## src/rtl/seven_segment_scan.sv

```systemverilog
// Purpose : multiplexed seven-segment controller; captures NUM_DIGITS 4-bit codes on
//           load and scans them one digit per REFRESH_DIV-cycle slot onto shared segments.
// Latency : outputs are registered and update only on prescaler tick edges; a load is
//           displayed from the first tick strictly after the load edge.
// Backpressure: none; load is accepted every cycle it is asserted.
//
// Ports:
//   clk        single clock, rising edge
//   reset_a    asynchronous active-low reset; clears all state and outputs
//   digits_in  packed codes, bits [4k+3:4k] = digit k (digit 0 least significant)
//   load       capture digits_in into the shadow register on this edge
//   blank_lz   1 = suppress leading zeros (sampled at the tick edge)
//   seg_a..g   active-high segment drives, registered
//   digit_en   one-hot active-high digit select, registered
//
// Configuration: define SEVEN_SEG_HEX_EN to decode codes 10-15 as hex glyphs A b C d E F;
//                otherwise those codes display a dash (segment g only).

module seven_segment_scan #(
    parameter int NUM_DIGITS  = 4,
    parameter int REFRESH_DIV = 1024
) (
    input  logic                    clk,
    input  logic                    reset_a,
    input  logic [4*NUM_DIGITS-1:0] digits_in,
    input  logic                    load,
    input  logic                    blank_lz,
    output logic                    seg_a,
    output logic                    seg_b,
    output logic                    seg_c,
    output logic                    seg_d,
    output logic                    seg_e,
    output logic                    seg_f,
    output logic                    seg_g,
    output logic [NUM_DIGITS-1:0]   digit_en
);

    localparam int PW    = (REFRESH_DIV > 1) ? $clog2(REFRESH_DIV) : 1;
    localparam int PTR_W = (NUM_DIGITS > 1) ? $clog2(NUM_DIGITS) : 1;

    logic [PW-1:0]           r_presc;
    logic [PTR_W-1:0]        r_ptr;
    logic [4*NUM_DIGITS-1:0] r_shadow;
    logic [6:0]              r_seg;      // {g,f,e,d,c,b,a}
    logic [NUM_DIGITS-1:0]   r_digit_en;

    logic                    w_tick;
    logic [3:0]              w_code;
    logic [6:0]              w_glyph;
    logic [NUM_DIGITS-1:0]   w_nz;
    logic [NUM_DIGITS-1:0]   w_nz_at_or_above;
    logic                    w_blank;
    logic [PTR_W-1:0]        w_ptr_nxt;

    assign w_tick = (r_presc == PW'(REFRESH_DIV - 1));
    assign w_code = r_shadow[4*r_ptr +: 4];

    // Per-digit non-zero flags; a code >= 10 counts as non-zero.
    always_comb begin
        w_nz = '0;
        for (int k = 0; k < NUM_DIGITS; k++) begin
            w_nz[k] = (r_shadow[4*k +: 4] != 4'd0);
        end
    end

    // Digit ptr is a leading zero iff no digit at or above it is non-zero.
    // Digit 0 is never blanked so a zero value still shows "0".
    assign w_nz_at_or_above = w_nz >> r_ptr;
    assign w_blank = blank_lz && (r_ptr != '0) && (w_nz_at_or_above == '0);

    assign w_ptr_nxt = (r_ptr == PTR_W'(NUM_DIGITS - 1)) ? '0 : r_ptr + 1'b1;

    // Glyph table, bit order {g,f,e,d,c,b,a}.
    always_comb begin
        w_glyph = 7'h00;
        case (w_code)
            4'd0:    w_glyph = 7'h3F;
            4'd1:    w_glyph = 7'h06;
            4'd2:    w_glyph = 7'h5B;
            4'd3:    w_glyph = 7'h4F;
            4'd4:    w_glyph = 7'h66;
            4'd5:    w_glyph = 7'h6D;
            4'd6:    w_glyph = 7'h7D;
            4'd7:    w_glyph = 7'h07;
            4'd8:    w_glyph = 7'h7F;
            4'd9:    w_glyph = 7'h6F;
`ifdef SEVEN_SEG_HEX_EN
            4'd10:   w_glyph = 7'h77;
            4'd11:   w_glyph = 7'h7C;
            4'd12:   w_glyph = 7'h39;
            4'd13:   w_glyph = 7'h5E;
            4'd14:   w_glyph = 7'h79;
            default: w_glyph = 7'h71;
`else
            default: w_glyph = 7'h40;
`endif
        endcase
    end

    always_ff @(posedge clk or negedge reset_a) begin
        if (!reset_a) begin
            r_presc    <= '0;
            r_ptr      <= '0;
            r_shadow   <= '0;
            r_seg      <= '0;
            r_digit_en <= '0;
        end else begin
            r_presc <= w_tick ? '0 : r_presc + 1'b1;
            // Shadow updates in parallel with the tick, so a same-edge tick sees the old value.
            if (load) begin
                r_shadow <= digits_in;
            end
            if (w_tick) begin
                r_digit_en <= NUM_DIGITS'(1) << r_ptr;
                r_seg      <= w_blank ? 7'h00 : w_glyph;
                r_ptr      <= w_ptr_nxt;
            end
        end
    end

    assign seg_a    = r_seg[0];
    assign seg_b    = r_seg[1];
    assign seg_c    = r_seg[2];
    assign seg_d    = r_seg[3];
    assign seg_e    = r_seg[4];
    assign seg_f    = r_seg[5];
    assign seg_g    = r_seg[6];
    assign digit_en = r_digit_en;

endmodule

```

## config.mk

```make
export PLATFORM = sky130hd
export DESIGN_NAME = seven_segment_scan
export DESIGN_NICKNAME = d
export VERILOG_FILES = /design/src/rtl/seven_segment_scan.sv
export SDC_FILE = /design/constraint.sdc
export NUM_CORES = 1
export LEC_CHECK = 0
export BUFFER_PORTS_ARGS = -buffer_cell sky130_fd_sc_hd__buf_2
export CAP_MARGIN = 20
export CORE_ASPECT_RATIO = 1.4
export CORE_MARGIN = 2
export CORE_UTILIZATION = 55
export CTS_CLUSTER_DIAMETER = 50
export DETAILED_ROUTE_END_ITERATION = 10
export GPL_TIMING_DRIVEN = 0
export PLACE_DENSITY = 0.75
export SYNTH_ARGS = -nofsm -noshare
export SYNTH_HDL_FRONTEND = slang
export SYNTH_SLANG_ARGS = --single-unit
export TNS_END_PERCENT = 100
```

## constraint.sdc

```tcl
create_clock -name clk -period 2.4 [get_ports clk]
set_input_delay 0.24 -clock clk [delete_from_list [all_inputs] [get_ports clk]]
set_output_delay 0.24 -clock clk [all_outputs]
set_load 0.005 [all_outputs]
```

==> out/metrics.cfg, run 1 <==
[cts]
clk_pin_slew_ps=70
cts_resized=0
holdBufCountCts=0
cts_buffers=5
numClockSinks=39
htreeDepth=2
cts_tree=built
clock_latency_ps=290
cts-root-buf=clkbuf_8
clk_path_buf_depth=2
post_cts_buffers=0

[timing]
hold_violations=0
fmax_mhz=484
slew_viol_final=0
final.period_utilization_pct=86.1
period_needed_ps=2070
finalSetupViolations=0
worstMarginPinSlew_ps=840
max_slew_margin_pct=44.0
rsz0062_at_grt=no
finalClockSkew_ps=5.37
holdWs_ps=56.3
finalSetupTns_ps=0

[status]
status=completed

[power]
p_leak_uw=0.00103
peakVddDrop_uv=555
power_density_mw_per_mm2=585

[detailed_routing]
drcViolationCount=0
highest_layer=met4
drtIter0Drc=20
firstDrtPassIters=4
via_per_inst=5.59
vias=1336
ant_nets=0
wl_met2_um=1950
wl_met1_um=1310
routed_wl_um=3490
wl_per_cell_um=14.6
wl_met3_um=155

[floorplanning]
die_w_um=54.2
die_h_um=74.3
std_cell_rows=25
io_pins=31
dieArea_mm2=0.00403
initial_utilization_pct=57.5
core_mm2=0.00338

[yosys]
yosysWarnings=0
syn_area_per_cell_um2=12.0
synthDistinctLibCells=31
netlist_instances=162
synth-seq-cells=39
syn-cell-area_mm2=0.00194
yosysSeqAreaShare_pct=50.2
syn-num-nets=192

[layout]
nets=228
n_antenna_cell=0
multi_input_area_um2=902
num-fill-cells=263
drive_gt1_share_pct=34.7
seqCellArea_um2=976
area_growth_pct=15.2

[worst_setup_path]
critPathBufInv=2
worst_path_max_delay_cell=mux4_1
path_class=flop to flop
crit_chain=buf_6 > mux4_1 > inv_1 > ha_1 > and2_1 > nor3_1 > o31ai_2
worst_setup_path_start_kind=flop
critical-path-max-stage-delay_ps=610
r2r_setup_slack_ps=330
critPathRequiredTime_ps=2570
end_kind=flop
cp_max_fo=7
cp_top_family=multiplexers
critical_path_arrival_ps=2240

[grt]
grt_usage_pct=20.1
grt_max_degree=40
antenna_found_initial=0
grt_pass1_vias=1317
overflow=0
grt_pass1_wl_um=5820

[place]
dp.final_hpwl_um=2700
portBuffers=29
gp_congestion=0.837

[flow_run]
max_cap_violations=0

[worst_hold_path]
hold_class=input port to asynchronous set/reset pin

-- flip-flops by register name, summed over array words and instances, names as in the netlist --
| name | cells |
|---|---|
| digit_en | 4 |
| r_presc | 10 |
| r_ptr | 2 |
| r_seg | 7 |
| r_shadow | 16 |
-- path summary, 6_finish.rpt --
| path | from | to | cells after the start |
|---|---|---|---|
| hold / removal | reset_a | r_ptr[0] | 1 |
| hold reg to reg | r_presc[8] | r_presc[8] | 1 |
| max in group asynchronous | reset_a | r_seg[3] | 1 |
| setup / recovery | r_ptr[0] | r_seg[3] | 7 |
| min in group clk | digits_in[10] | r_shadow[10] | 2 |
| setup reg to reg | r_ptr[0] | r_seg[3] | 7 |
-- worst reg2reg max path: stages, from the launching register on --
cell and delay (ps):
dfrtp_1 400, buf_6 150, mux4_1 610, inv_1 140, ha_1 240, and2_1 160, nor3_1 180, o31ai_2 80
-- stage by stage --
stage | cell area (um^2) | std cells | total power [uW] | utilization (%) | worst slack (ps)
2_1_floorplan | 1940 | 162 | 801 | - | 469
3_3_place_gp | 2140 | 231 | 845 | 63.3 | 367
3_5_place_dp | 2140 | 231 | 853 | 63.3 | 340
4_1_cts | 2240 | 239 | 1330 | 66.3 | 318
5_1_grt | 2240 | 239 | 1380 | 66.3 | 236
6_report | 2240 | 239 | 1310 | 66.3 | 333
-- report_power, final --
part	total [uW]	switching [uW]	internal, uW
Sequential	709	24.9	684
Clock	471	209	262
Combinational	130	66.3	63.8
Total	1310	300	1010
-- cells in the final DEF (no fill, tap or decap), drive strengths merged, types with 6 or more instances in the layout --
cell    netlist  routed
clkbuf        2      10
nor2         10      10
dfrtp        39      39
ha           10      10
mux2         17      17
nand2        22      22
o21ai         6       6
buf           4      33
-- logic make-up (layout without fill, tap and decap cells) --
family / after synthesis / after routing / synth area share [%]
xor gates and xnor gates: 7 / 7 / 3.16
adders and majority gates: 10 / 10 / 6.44
DFF: 39 / 39 / 50.2
AOI/OAI and AO/OA: 19 / 19 / 7.92
buffers and inverters: 11 / 48 / 3.35
and+or+nand+nor: 52 / 52 / 13.3
muxes: 24 / 24 / 15.6
-- cell type report --
cell class | instances | share of cell area [%]
flip-flops and latches | 39 | 43.6
multi-input cells | 112 | 40.3
repair buffers | 29 | 6.48
clock buffers | 8 | 4.47
well taps | 40 | 2.24
plain buffers | 6 | 2.07
inverters | 5 | 0.838
-- Yosys cell counts --
| cell | count | area share [%] |
|---|---|---|
| dfrtp_1 | 39 | 50 |
| nand2_1 | 22 | 4.2 |
| mux2_2 | 17 | 9.9 |
| ha_1 | 10 | 6.4 |
| nor2_1 | 10 | 1.9 |
| inv_1 | 5 | 0.97 |
| nand3_1 | 5 | 1.3 |
| o21ai_0 | 5 | 1.3 |
| o31ai_2 | 5 | 3.2 |
| a21oi_1 | 4 | 1.0 |
| mux2i_1 | 4 | 2.1 |
| nor4_1 | 4 | 1.3 |
| xnor2_1 | 4 | 1.8 |
| buf_6 | 3 | 1.7 |
| xor2_1 | 3 | 1.4 |
| a211oi_1 | 2 | 0.77 |
| and2_1 | 2 | 0.64 |
| clkbuf_1 | 2 | 0.39 |
| mux4_2 | 2 | 2.3 |
| nand2b_4 | 2 | 1.4 |
| nand4_1 | 2 | 0.64 |
| a21o_1 | 1 | 0.39 |
| and3_1 | 1 | 0.32 |
| and4_2 | 1 | 0.52 |
| buf_2 | 1 | 0.26 |
| mux4_1 | 1 | 1.4 |
| nand3b_1 | 1 | 0.39 |
| nor3_1 | 1 | 0.26 |
| o21ai_4 | 1 | 0.84 |
| o21bai_1 | 1 | 0.39 |
| or3_2 | 1 | 0.39 |
-- metal layers --
layer / up-vias / track usage (%)
li1: 637 / -
met2: 32 / 34.9
met3: 9 / 6.02
met5: - / 0
met1: 658 / 22.5
met4: 0 / 8.06
(Power assumes the default switching activity.)
==> inputs of run 2 (changes only) <==
Settings changed: ABC_AREA set to 1, CORE_UTILIZATION 55 to 56, PLACE_DENSITY 0.75 to 0.76.
==> run 2 against run 1 <==
  * Sequential cell count stayed put
  * Die area up 2.1%
  * Sequential share of layout area is 1.1 points lower
  * Register-to-register slack improved by 110 ps
  * Non-clock buffer count grew 1
  * Combinational power decreased by 4%
  * Worst setup slack improved by 110 ps
  * First-iteration DRC count rose by 80%
  * Via count is 15% higher
  * Final area is 2.5% higher
  * Clock skew is 3.2 ps lower
  * Maximum frequency up 5.6%
  * Highest routed layer unchanged
==> out/metrics.cfg, run 2 <==
[yosys]
yosysWarnings=0  ; unchanged
syn_area_per_cell_um2=8.68  ; -28%
synth-seq-cells=39  ; unchanged
yosysSeqAreaShare_pct=48.3  ; -2.0 points
synth_common_cells=72 x nand2_1, 39 x dfrtp_1, 28 x inv_1, 18 x nand3_1, 14 x nor2_1
synthMuxAreaShare_pct=6.13  ; -9.5 points
syn-cell-area_mm2=0.00202  ; +4.1%
synth_fa_ha_area_share_pct=6.19  ; -0.25 points
synth.area.top_cells=dfrtp_1 48%, nand2_1 13%, ha_1 6.2%
netlist.area_leader.share_pct=48.3  ; -2.0 points
synth_top_family_by_area=simple AND/OR/NAND/NOR gates
synthXorXnorAreaFrac_pct=3.03  ; -0.12 points
syn-num-nets=263  ; +37%
synthSimpleGateAreaFrac_pct=25.9  ; +13 points
synth_compound_area_share_pct=3.03  ; -4.9 points
synthArstFlopShare_pct=100  ; unchanged
synth_most_common_cell=nand2_1
netlist_instances=233  ; +44%
synth-edff-count=0  ; unchanged
synth_area_leader_cell=dfrtp_1
synthDistinctLibCells=24  ; -23%
synth-main-ff-cell=dfrtp_1

[layout]
top_regs=r_shadow (16), r_presc (10), r_seg (7)
area_growth_pct=13.5
largest_reg_flops=16  ; unchanged
n_antenna_cell=0  ; unchanged
num-fill-cells=309  ; +17%
mostFrequentLayoutCells=72 x nand2_1, 39 x dfrtp_1, 33 x buf_2
nets=300  ; +32%
final_common_cell=nand2_1
drive_gt1_share_pct=21.6  ; -13 points
regMostFlops=r_shadow

[place]
portBuffers=30  ; +3.4%
dp.final_hpwl_um=2580  ; -4.1%
gp_congestion=0.871  ; +4.1%

[flow_run]
max_cap_violations=0  ; unchanged

[floorplanning]
io_pins=31  ; unchanged
die_h_um=75.1  ; +1.0%
initial_utilization_pct=59.3  ; +1.8 points
dieArea_mm2=0.00411  ; +2.1%
core_mm2=0.00341  ; +0.93%
std_cell_rows=25  ; unchanged
die_w_um=54.8  ; +1.0%

[grt]
grt.busiest_layer=met2
antenna_found_initial=0  ; unchanged
overflow=0  ; unchanged
grt_pass1_vias=1462  ; +11%
grt_pass1_wl_um=6170  ; +5.9%
use_met2_pct=34.7  ; -0.28 points
grt_max_degree=40  ; unchanged
grt_usage_pct=20.9  ; +0.78 points
use_met3_pct=5.75  ; -0.27 points
gr-usage-met1_pct=24.1  ; +1.6 points

[cts]
post_cts_buffers=0  ; unchanged
cts_resized=0  ; unchanged
clock_latency_ps=290  ; about the same
holdBufCountCts=0  ; unchanged
cts_buffers=5  ; unchanged
cts_tree=built
htreeDepth=2  ; unchanged
cts-root-buf=clkbuf_8
clk_pin_slew_ps=70  ; about the same
numClockSinks=39  ; unchanged
clk_path_buf_depth=2  ; unchanged

[timing]
finalSetupTns_ps=0  ; unchanged
max_slew_margin_pct=44.5  ; +0.52 points
finalClockSkew_ps=2.18  ; -3.19 ps
final.period_utilization_pct=81.6  ; -4.6 points
period_needed_ps=1960  ; -110 ps
finalSetupViolations=0  ; unchanged
rsz0062_at_grt=no
hold_violations=0  ; unchanged
worstMarginPinSlew_ps=832  ; -7.86 ps
fmax_mhz=511  ; +5.6%
slew_viol_final=0  ; unchanged

[power]
power_density_mw_per_mm2=538  ; -8.1%
power.total_uw=1230  ; -5.8%
p_int_uw=931  ; -7.8%
peakVddDrop_uv=519  ; -6.6%
p_seq_share_pct=56.8  ; +2.7 points
p_leak_uw=0.00120  ; +16%
pwr-share-comb_pct=10.1  ; +0.2 points
swShare_pct=24.6  ; +1.6 points
power_switching_uw=303  ; +0.87%
pwr-share-clk_pct=33.0  ; -3.0 points

[worst_setup_path]
cp_max_fo=10  ; +3
path_class=flop to flop
critPathRequiredTime_ps=2580  ; about the same
end_kind=flop
worst_setup_path_start_kind=flop
critical_path_arrival_ps=2140  ; -100 ps

[detailed_routing]
wl_per_cell_um=11.3  ; -23%
ant_nets=0  ; unchanged
drcViolationCount=0  ; unchanged
via_per_inst=4.98  ; -11%
vias=1540  ; +15%
routed_wl_um=3480  ; -0.23%
firstDrtPassIters=4  ; unchanged
drtIter0Drc=36  ; +80%

[status]
status=completed

[worst_hold_path]
hold_class=input port to asynchronous set/reset pin

[run 2: changes by cell type in the layout (fill, tap and decap cells not counted), sizes merged, moves of 3 or more]
cell and delta:
mux2i -4, inv +24, nand2 +51, nor4 -4, mux2 -6, xnor2 -3, xor2 +3, o31ai -5
clkbuf -3, mux4 -3, a21oi -3, nand4 +5, nor2 +7, nand3 +15
[run 2: power by group through the flow]
stage / Clock, uW / Combinational [uW] / Sequential (uW)
3_3_place_gp: 0 / 124 / 713
2_1_floorplan: 0 / 83.8 / 709
5_1_grt: 443 / 146 / 705
6_report: 407 / 125 / 702
4_1_cts: 416 / 127 / 701
3_5_place_dp: 0 / 127 / 714
[run 2: critical path: stages (launching register included)]
cell     delay, ps
dfrtp_1        420
buf_2          200
nor2_1         130
inv_1           50
a32oi_1        290
inv_1          140
ha_1           310
nand3_1        100
nand3_1         80
nand4_1         80
nand2_1         50
[run 2: logic make-up after synthesis]
logic type	count (synthesis)
and+or+nand+nor	120
DFF	39
AOI/OAI and AO/OA	11
buffers and inverters	35
adders and majority gates	10
muxes	11
xor gates and xnor gates	7
[run 2: path summary, 6_finish.rpt]
path	startpoint	endpoint	cells past startpoint	slack, ps
hold / removal	reset_a	r_presc[2]	1	40
setup reg to reg	r_ptr[0]	r_seg[3]	10	440
setup / recovery	r_ptr[0]	r_seg[3]	10	440
max in group asynchronous	reset_a	digit_en[0]	1	1830
hold reg to reg	digit_en[2]	digit_en[2]	2	470
min in group clk	digits_in[0]	r_shadow[0]	3	150
[run 2: through the flow]
step / util [%] / setup WS (ps) / hold slack (ps) / cell area, um^2 / instances
finish: 67.3 / 443 / 36.8 / 2290 / 309
CTS: 67.3 / 439 / 76.7 / 2290 / 309
global placement: 65.2 / 490 / 385 / 2220 / 303
global route: 67.3 / 274 / 127 / 2290 / 309
detailed placement: 65.2 / 453 / 393 / 2220 / 303
floorplan: - / 668 / -55.6 / 2020 / 233
[run 2: area by class of cell]
class                           instances  area [um^2]  share of cell area [%]
Sequential cell                        39          976                    42.5
Multi-Input combinational cell        159          896                    39.0
Timing Repair Buffer                   30          150                    6.54
Inverter                               29          109                    4.74
Clock buffer                            6         72.6                    3.16
Tap cell                               40         50.0                    2.18
Buffer                                  6         41.3                    1.80
[run 2: per-layer routing]
metal  part of all wire, %  wire length (um)  vias up
li1                      -                 -      808
met1                    44              1510      690
met2                    49              1710       33
met3                   4.6               160        9
met4                   2.8                97        0
met5                     0                 0        -
==> inputs of run 3 (changes only) <==
Settings changed: CORE_UTILIZATION 56 to 50, PLACE_DENSITY 0.76 to 0.71.
Clock period 2.4 ns to 1.75 ns, I/O delays scaled along.
==> run 3 against run 2 <==
  * The flow now finishes with violations (hold timing)
  * Die area increased by 11%
  * Via count up 5.6%
  * Worst hold slack worse by 51 ps
  * Largest power group unchanged
  * First-iteration DRC count is 58% higher
  * Utilization down 3.6 points
  * Sequential cell count did not move
==> out/metrics.cfg, run 3 (synthesis results as in run 2) <==
[place]
gp_congestion=0.923  ; +6.0%
portBuffers=30  ; unchanged
dp.final_hpwl_um=2700  ; +4.4%
pre_cts_slack_ps=-178  ; -631 ps

[cts]
clk_pin_slew_ps=70  ; about the same
clk_path_buf_depth=2  ; unchanged
cts_tree=built
htreeDepth=2  ; unchanged
clock_latency_ps=300  ; about the same
cts-root-buf=clkbuf_8
numClockSinks=39  ; unchanged
cts_buffers=5  ; unchanged

[floorplanning]
die_w_um=57.7  ; +5.4%
die_h_um=79.2  ; +5.5%
initial_utilization_pct=51.6  ; -7.7 points
dieArea_mm2=0.00458  ; +11%
io_pins=31  ; unchanged
std_cell_rows=27  ; +8.0%
core_mm2=0.00392  ; +15%

[layout]
mostFrequentLayoutCells=68 x nand2_1, 37 x dfrtp_1, 33 x buf_2
final_common_cell=nand2_1
drive_gt1_share_pct=32.0  ; +10 points
nets=307  ; +2.3%
area_growth_pct=23.5
n_antenna_cell=0  ; unchanged
largest_reg_flops=16  ; unchanged
regMostFlops=r_shadow
top_regs=r_shadow (16), r_presc (10), r_seg (7)
final_core_utilization_pct=63.7  ; -3.6 points

[power]
peakVddDrop_uv=566  ; +9.0%
power_density_mw_per_mm2=742  ; +38%
p_leak_uw=0.00125  ; +4.6%

[detailed_routing]
wl_per_cell_um=12.4  ; +11%
drcViolationCount=0  ; unchanged
via_per_inst=5.07  ; +1.7%
firstDrtPassIters=4  ; unchanged
routed_wl_um=4000  ; +15%
vias=1627  ; +5.6%
ant_nets=0  ; unchanged
drtIter0Drc=57  ; +58%

[worst_setup_path]
critical-path-max-stage-delay_ps=440  ; +20 ps
crit_chain=buf_6 > nor2_2 > inv_1 > a32oi_2 > inv_2 > ha_4 > nand3_2 > nand3_1 > nand4_1 > nand2_1
end_kind=flop
cp_max_fo=7  ; -3
r2r_cells=10  ; unchanged
critical_path_arrival_ps=1940  ; -200 ps
worst_path_max_delay_cell=dfrtp_2
r2r_start=r_ptr[0]
critPathRequiredTime_ps=1990  ; -590 ps
cp_top_family=flip-flops
path_class=flop to flop
critPathBufInv=3  ; unchanged
r2r_setup_slack_ps=50  ; -400 ps
r2r_end=r_seg[3]
worst_setup_path_start_kind=flop

[grt]
grt_max_degree=40  ; unchanged
overflow=0  ; unchanged
grt_pass1_wl_um=6430  ; +4.2%
grt_pass1_vias=1482  ; +1.4%
grt_usage_pct=18.5  ; -2.5 points
antenna_found_initial=0  ; unchanged

[timing]
period_needed_ps=1700  ; -253 ps
finalClockSkew_ps=4.19  ; +2.01 ps
slew_viol_final=0  ; unchanged
finalSetupTns_ps=0  ; unchanged
worstMarginPinSlew_ps=857  ; +25.2 ps
finalSetupViolations=0  ; unchanged
holdWs_ps=-13.8  ; -50.6 ps
hold_violations=39  ; +39
final.period_utilization_pct=97.4  ; +16 points
setup_ws_ps=45.6  ; -397 ps
fmax_mhz=587  ; +15%
max_slew_margin_pct=42.9  ; -1.7 points

[worst_hold_path]
hold_class=input port to asynchronous set/reset pin

[status]
status=finished with violations
failed_checks=hold timing

[flow_run]
max_cap_violations=0  ; unchanged

## run 3: changes by cell type in the layout (fill, tap and decap cells not counted), moves of 2 or more
cell / before / now
ha_4: 0 / 4
nand3_2: 2 / 8
dfrtp_2: 0 / 2
dfrtp_1: 39 / 37
inv_1: 28 / 25
nand3_1: 18 / 12
buf_4: 0 / 5
inv_2: 1 / 4
clkbuf_8: 5 / 7
nand2_1: 72 / 68
ha_1: 10 / 5
nand2_2: 1 / 5
buf_6: 2 / 4
## run 3: through the flow
step                instance area, um^2  total power [uW]  cells  hold WS (ps)
floorplan                          2020              1090    233          -121
global placement                   2230              1150    306           321
detailed placement                 2230              1160    306           330
CTS                                2370              1840    317          10.3
global route                       2500              1940    321          51.9
finish                             2500              1850    321         -13.8
## run 3: power by group
part | switching [uW] | leakage, uW | internal, uW
Sequential | 26.7 | 0.000462 | 937
Combinational | 126 | 0.000740 | 94.8
Clock | 308 | 0.0000515 | 359
## run 3: layout make-up
class,count,area (um^2)
flip-flops and latches,39,978
clock buffers,8,100
inverters,29,109
multi-input cells,159,1000
repair buffers,37,204
well taps,43,53.8
plain buffers,6,47.5
fillers,334,1420
## run 3: how the worst max path moves through the flow
stage | from | to | cells past startpoint
after global placement | r_ptr[0] | r_seg[3] | 10
after floorplan | r_ptr[0] | r_seg[3] | 10
after global routing | r_ptr[0] | r_seg[3] | 10
final | r_ptr[0] | r_seg[3] | 10
after CTS | r_ptr[0] | r_seg[3] | 10
after detailed placement | r_ptr[0] | r_seg[3] | 10
## run 3: repair_timing
action                     CTS  global route
gates cloned                 0             1
pin swaps                    1            10
hold buffers                 0             0
setup endpoints to repair    6            12
setup buffers                3             3
resized for setup            5            24
## run 3: metal layers
metal	track usage (%)	routed length (um)
met1	20.9	1550
met4	10.9	70
met2	31.8	2220
met5	0	0
met3	3.09	154
